## config.mk

```make
export PLATFORM = sky130hd
export DESIGN_NAME = simmem_delay_releaser
export DESIGN_NICKNAME = d
export VERILOG_FILES = /design/src/rtl/simmem_delay_releaser.sv
export SDC_FILE = /design/constraint.sdc
export NUM_CORES = 1
export LEC_CHECK = 0
export CELL_PAD_IN_SITES_DETAIL_PLACEMENT = 1
export CELL_PAD_IN_SITES_GLOBAL_PLACEMENT = 1
export CORE_MARGIN = 4
export CORE_UTILIZATION = 40
export CTS_BUF_LIST = sky130_fd_sc_hd__clkbuf_4
export DETAILED_ROUTE_END_ITERATION = 12
export HOLD_SLACK_MARGIN = 0.15
export PLACE_DENSITY_LB_ADDON = 0.12
export SYNTH_ARGS = -nofsm -noshare
export SYNTH_HDL_FRONTEND = slang
export SYNTH_SLANG_ARGS = --single-unit
```

## constraint.sdc

```tcl
create_clock -name clk_i -period 5.9 [get_ports clk_i]
set_input_delay 1.18 -clock clk_i [delete_from_list [all_inputs] [get_ports clk_i]]
set_output_delay 1.18 -clock clk_i [all_outputs]
set_load 0.03 [all_outputs]
```

## src/rtl/simmem_delay_releaser.sv

```systemverilog
`default_nettype none
// -----------------------------------------------------------------------------
// simmem_delay_releaser : per-ID release enables after simulated request latency
// Rev 1.0
// -----------------------------------------------------------------------------
module simmem_delay_releaser #(
  parameter int IDWidth    = 2,
  parameter int NumSlots   = 8,
  parameter int DelayWidth = 6
) (
  input  logic                       clk_i,
  input  logic                       rst_i,
  input  logic                       req_valid_i,
  output logic                       req_ready_o,
  input  logic [IDWidth-1:0]         req_id_i,
  input  logic [DelayWidth-1:0]      req_delay_i,
  output logic [(2**IDWidth)-1:0]    release_en_o,
  input  logic                       done_valid_i,
  input  logic [IDWidth-1:0]         done_id_i,
  output logic [$clog2(NumSlots):0]  occupancy_o
);

  localparam int RankW = $clog2(NumSlots);
  localparam int OccW  = RankW + 1;

  logic [NumSlots-1:0]   valid_q, valid_d;
  logic [IDWidth-1:0]    id_q   [NumSlots];
  logic [IDWidth-1:0]    id_d   [NumSlots];
  logic [DelayWidth-1:0] cnt_q  [NumSlots];
  logic [DelayWidth-1:0] cnt_d  [NumSlots];
  logic [RankW-1:0]      rank_q [NumSlots];
  logic [RankW-1:0]      rank_d [NumSlots];

  logic             alloc_found;
  logic [RankW-1:0] alloc_idx;
  logic [OccW-1:0]  same_cnt;
  logic [RankW-1:0] new_rank;
  logic             done_ok;
  logic             accept;

  // An ID is released when its head (rank 0) slot has fully counted down.
  always_comb begin
    release_en_o = '0;
    for (int s = 0; s < NumSlots; s++) begin
      if (valid_q[s] && (rank_q[s] == '0) && (cnt_q[s] == '0)) begin
        release_en_o[id_q[s]] = 1'b1;
      end
    end
  end

  always_comb begin
    alloc_found = 1'b0;
    alloc_idx   = '0;
    for (int s = NumSlots - 1; s >= 0; s--) begin
      if (!valid_q[s]) begin
        alloc_found = 1'b1;
        alloc_idx   = RankW'(s);
      end
    end
  end

  always_comb begin
    same_cnt = '0;
    for (int s = 0; s < NumSlots; s++) begin
      if (valid_q[s] && (id_q[s] == req_id_i)) begin
        same_cnt = same_cnt + OccW'(1);
      end
    end
  end

  assign req_ready_o = alloc_found;
  assign accept      = req_valid_i && alloc_found;
  // Completions for IDs that are not released are ignored.
  assign done_ok     = done_valid_i && release_en_o[done_id_i];
  assign new_rank    = (done_ok && (done_id_i == req_id_i)) ? RankW'(same_cnt - OccW'(1))
                                                             : RankW'(same_cnt);
  assign occupancy_o = OccW'($countones(valid_q));

  always_comb begin
    valid_d = valid_q;
    id_d    = id_q;
    cnt_d   = cnt_q;
    rank_d  = rank_q;
    for (int s = 0; s < NumSlots; s++) begin
      if (valid_q[s] && (cnt_q[s] != '0)) begin
        cnt_d[s] = cnt_q[s] - DelayWidth'(1);
      end
      if (done_ok && valid_q[s] && (id_q[s] == done_id_i)) begin
        if (rank_q[s] == '0) begin
          valid_d[s] = 1'b0;
        end else begin
          rank_d[s] = rank_q[s] - RankW'(1);
        end
      end
    end
    // Allocation targets a slot already free, so it never collides with a completion.
    if (accept) begin
      valid_d[alloc_idx] = 1'b1;
      id_d[alloc_idx]    = req_id_i;
      cnt_d[alloc_idx]   = req_delay_i;
      rank_d[alloc_idx]  = new_rank;
    end
  end

  always_ff @(posedge clk_i or posedge rst_i) begin
    if (rst_i) begin
      valid_q <= '0;
      for (int s = 0; s < NumSlots; s++) begin
        id_q[s]   <= '0;
        cnt_q[s]  <= '0;
        rank_q[s] <= '0;
      end
    end else begin
      valid_q <= valid_d;
      for (int s = 0; s < NumSlots; s++) begin
        id_q[s]   <= id_d[s];
        cnt_q[s]  <= cnt_d[s];
        rank_q[s] <= rank_d[s];
      end
    end
  end

  a_done_legal: assert property (@(posedge clk_i) disable iff (rst_i)
    done_valid_i |-> release_en_o[done_id_i]);

endmodule
`default_nettype wire
```

# After elaboration in Yosys (flattened, before gate mapping)
# Index checks and enable logic that the tools add are counted.
[word_totals]
ff_bits = 96
in_bits = 14
output_inout_bits = 9
wordCells = 293
[classes]
add_sub_neg = 31
order_cmp = 21
eq_ne = 17
mux = 105
bitwise_logic = 9
reduce_logical = 85
[ops]
columns = ["cell", "count"]
rows = [
  ["two-way mux 3 bit", 33],
  ["logical AND 1 bit", 61],
  ["two-way mux 6 bit", 9],
  ["bitwise mux 48 bit", 1],
  ["zero test 6 bit", 8],
  ["two-way mux 48 bit", 1],
  ["nonzero test 6 bit", 8],
  ["subtractor 6 x 1 -> 6 bit (second input constant)", 8],
  ["two-way mux 1 bit", 35],
  ["== test 2 bit", 17],
  ["two-way mux 4 bit", 8],
  ["bitwise OR 4 bit", 7],
  ["less-than comparator 2 x 3 -> 1 bit (second input constant)", 9],
  ["subtractor 3 x 1 -> 3 bit (second input constant)", 9],
  ["bitwise mux 24 bit", 1],
  ["zero test 3 bit", 8],
  ["two-way mux 24 bit", 1],
  ["adder 3 x 1 -> 3 bit (second input constant)", 6],
  ["demux 6 bit (select 3 bit)", 1],
  ["bitwise mux 16 bit", 1],
  ["demux 1 bit (select 2 bit)", 8],
  [">= comparator 2 x 1 -> 1 bit (second input constant)", 8],
  ["demux 3 bit (select 3 bit)", 1],
  ["adder 1 x 1 -> 2 bit", 4],
  ["14 further kinds", 15],
]

# Depth between registers and ports, before layout
[logic_depth]
depth_word = 27
mapped_depth = 27
ltp_nobuf = 25

# Least setup slack after synthesis
# No wires, ideal clock.
[synth_timing]
path_kind = "input -> register"
from = "in req_id_i[1]"
to = "reg rank_q[5] (netlist name)"
setup_ps = 150
arrival_ps = 5654
t_required_ps = 5750
setup_slack_ps = 96
path_stages = 25
path_buffers = 2
path_cell_list = "buf_6 > clkbuf_1 > xnor2_1 > and3_1 > ha_1 > xor2_4 > ha_1 > nand2_1 > nand2_1 > ha_1 > nor2_1 > a31oi_1 > ha_1 > nand4b_1 > o31ai_1 > a31oi_1 > ha_1 > mux2_2 > ha_1 > nand4_1 > xor2_1 > xnor2_1 > xnor2_1 > xnor2_1 > a221oi_1"
[synth_rtl]
columns = ["item", "line", "source"]
rows = [
  ["from (decl)", "15", "input logic [IDWidth-1:0] req_id_i,"],
  ["to (signal, indexed assignment)", "118", "rank_q[s] <= rank_d[s];"],
  ["to (decl)", "31", "logic [RankW-1:0] rank_q [NumSlots];"],
]

==> results.toml <==
[status]
outcome = "completed"

[synthesis]
synth_compound_area_frac = 0.0824
synth_ff_type = "dfrtp_1"
syn_area_per_cell_um2 = 9.13
synth_area_mm2 = 0.00697
synth_edf_count = 0
synth_adder_area_share = 0.0851
ys_ff_latch = 96
synthSimpleGateAreaFrac = 0.211
ys_async_sr_fraction = 1.00
synth_top_family_by_area = "simple AND/OR/NAND/NOR gates"
syn-num-nets = 822
yosysWarnings = 0
seq_area_frac_synth = 0.345
synth_mux_area_frac = 0.0795
synth_xor_area_frac = 0.133
ys_types = 55
netlist_instances = 763

[floorplanning]
start_util = 0.414
dieWidth_um = 140
boundaryPins = 23
core.rowCount = 47
core_area_mm2 = 0.0168
die-area_mm2 = 0.0196
die_h_um = 140

[global_routing]
grt.total_usage = 0.210
grt_max_degree = 50
overflow = 0
first_global_vias = 5818
grt_pass1_wl_mm = 32.2
antenna_found_initial = 1

[cells_and_area]
fin_area_mm2 = 0.00754
utilization = 0.449
area_delta_synth_final_pct = 8.26
nets = 833
drive_above_1_share = 0.102

[hold_path]
hold_path.class = "register to register"
hp-start = "rank_q[1]"

[clock_tree]
cts-buffers-inserted = 9
htree_levels = 3
clock_latency_ps = 480
tritoncts = "built"
cts_buffer_depth = 2
postCtsHoldBufs = 0
cts.sinks = 96
cts_root_buffer = "clkbuf_4"
path_clk_slew_ps = 140

[sta]
finClkSkew_ps = 12.3
hold_viol_final = 0
clock.fmax_mhz = 186
period_minus_slack_ps = 5380
setup_viol = 0
slew_viol_final = 0
rsz0062_at_grt = "false"
tightest_slew_ps = 1250
slew_headroom = 0.161
fin_ws_ps = 515
finalCritPeriodShare = 0.913
timing.hold.ws_ps = 587

[route]
firstDrtPassIters = 4
finalWirelength_mm = 20.1
antenna_left = 0
drcViolationCount = 0
viasPerCell = 5.55
drtIter0Drc = 251
avgRoutedWirePerCell_um = 20.1
vias = 5538

[critical_path]
startpoint = "req_id_i[1]"
cpMaxStageDelayCell = "ha_2"
crit_path_max_fanout = 8
path_class = "input pin to register"
worst_setup_path_end_kind = "register"
slowest_delay_ps = 330
arrival_ps = 5770
r2r_start = "valid_q[0]"
worstPathRequired_ps = 6280
start_kind = "input pin"
cpMostUsedCell = "ha_1"

[placed_design]
place_area_mm2 = 0.00743
hpwl_mm = 15.0
globalplace.congestion = 0.858
dpl_worst_slack_ps = -359
io_buffers = 22

[flow_run]
maxCapViolCount = 0
-- state kept, by name, summed over array words and instances (netlist names) --
name     cells
rank_q      24
valid_q      8
cnt_q       48
id_q        16
-- kinds of logic after synthesis --
| logic type | count (synthesis) |
|---|---|
| buffers and inverters | 105 |
| flip-flops | 96 |
| XOR/XNOR | 96 |
| adder cells (fa/ha/maj) | 45 |
| AO/OA/AOI/OAI | 95 |
| AND/OR/NAND/NOR | 274 |
| multiplexers | 52 |
-- cell usage after synthesis, drive strengths merged (2+ instances only) --
library cell / count / area share
and2: 3 / 0.0027
xor2: 35 / 0.049
a21boi: 2 / 0.0022
o2111ai: 5 / 0.0063
o31ai: 3 / 0.0032
a21o: 4 / 0.0043
fa: 4 / 0.011
or4: 2 / 0.0022
o2111a: 2 / 0.0032
xnor2: 59 / 0.077
nand4: 20 / 0.018
a31oi: 6 / 0.0054
and3: 7 / 0.0070
buf: 14 / 0.014
xnor3: 2 / 0.0066
inv: 60 / 0.032
or3: 9 / 0.0081
nor4bb: 7 / 0.010
ha: 41 / 0.074
nand3: 23 / 0.017
nand2b: 6 / 0.0054
dfrtp: 96 / 0.34
or2: 3 / 0.0027
nor2: 43 / 0.023
a211o: 2 / 0.0025
nand2: 80 / 0.043
nor2b: 4 / 0.0036
and4: 3 / 0.0038
nor4: 9 / 0.0081
mux2i: 25 / 0.036
nor4b: 7 / 0.0088
nand3b: 3 / 0.0032
mux2: 27 / 0.044
nor3: 26 / 0.020
clkbuf: 31 / 0.018
o21ai: 42 / 0.030
nand4b: 18 / 0.023
a21oi: 22 / 0.016
-- metrics by stage --
step	setup TNS, ps	cells
3_3_place_gp	-1440	982
5_1_grt	0	998
2_1_floorplan	0	763
6_report	0	998
3_5_place_dp	-4440	982
4_1_cts	0	996
-- worst paths after layout --
| kind | end | slack [ps] | depth (start not counted) |
|---|---|---|---|
| max in group asynchronous | cnt_q[23] | 3690 | 3 |
| setup reg to reg | rank_q[5] | 820 | 23 |
| hold / removal | rank_q[1] | 590 | 2 |
| hold reg to reg | rank_q[1] | 590 | 2 |
| min in group asynchronous | cnt_q[17] | 1110 | 2 |
| setup / recovery | rank_q[5] | 520 | 25 |
-- routing by layer --
layer,wire length [µm],up-vias,GRT usage
li1,-,2644,-
met1,9820,2813,0.294
met2,9530,61,0.345
met3,382,20,0.0245
met4,352,0,0.0607
met5,0,-,0
-- cells in the final DEF, fill, tap and decap left out, types with 23 or more instances in the layout --
| master | Yosys | layout |
|---|---|---|
| nor3_1 | 25 | 24 |
| xor2_1 | 33 | 33 |
| xnor2_1 | 56 | 56 |
| nand2_1 | 80 | 80 |
| nand3_1 | 23 | 23 |
| ha_1 | 41 | 40 |
| inv_1 | 60 | 59 |
| mux2i_1 | 25 | 25 |
| nor2_1 | 43 | 43 |
| mux2_2 | 27 | 27 |
| o21ai_0 | 42 | 42 |
| dfrtp_1 | 96 | 96 |
-- critical path, delay by kind of cell --
family                     cells  cell delay (ps)
adders and majority gates      6             1710
xor gates and xnor gates       6              990
and+or+nand+nor                6              730
AOI/OAI and AO/OA              4              530
buffers and inverters          2              330
muxes                          1              290
-- final cells by class --
class	count	area (µm²)
antenna	1	2.50
clock buffer	10	75.1
clock inverter	4	23.8
fill	1972	9280
inverter	60	228
multi-input combinational	562	4130
sequential	96	2400
tap	220	275
timing repair buffer	45	410
-- what timing repair did --
item | in CTS | in global routing
endpoints found under the setup margin | 0 | 11
setup buffers | 0 | 1
gates resized for setup | 0 | 3
Power is not shown: default switching activity piles up to over one toggle a cycle in this logic, so the estimate is an artifact.
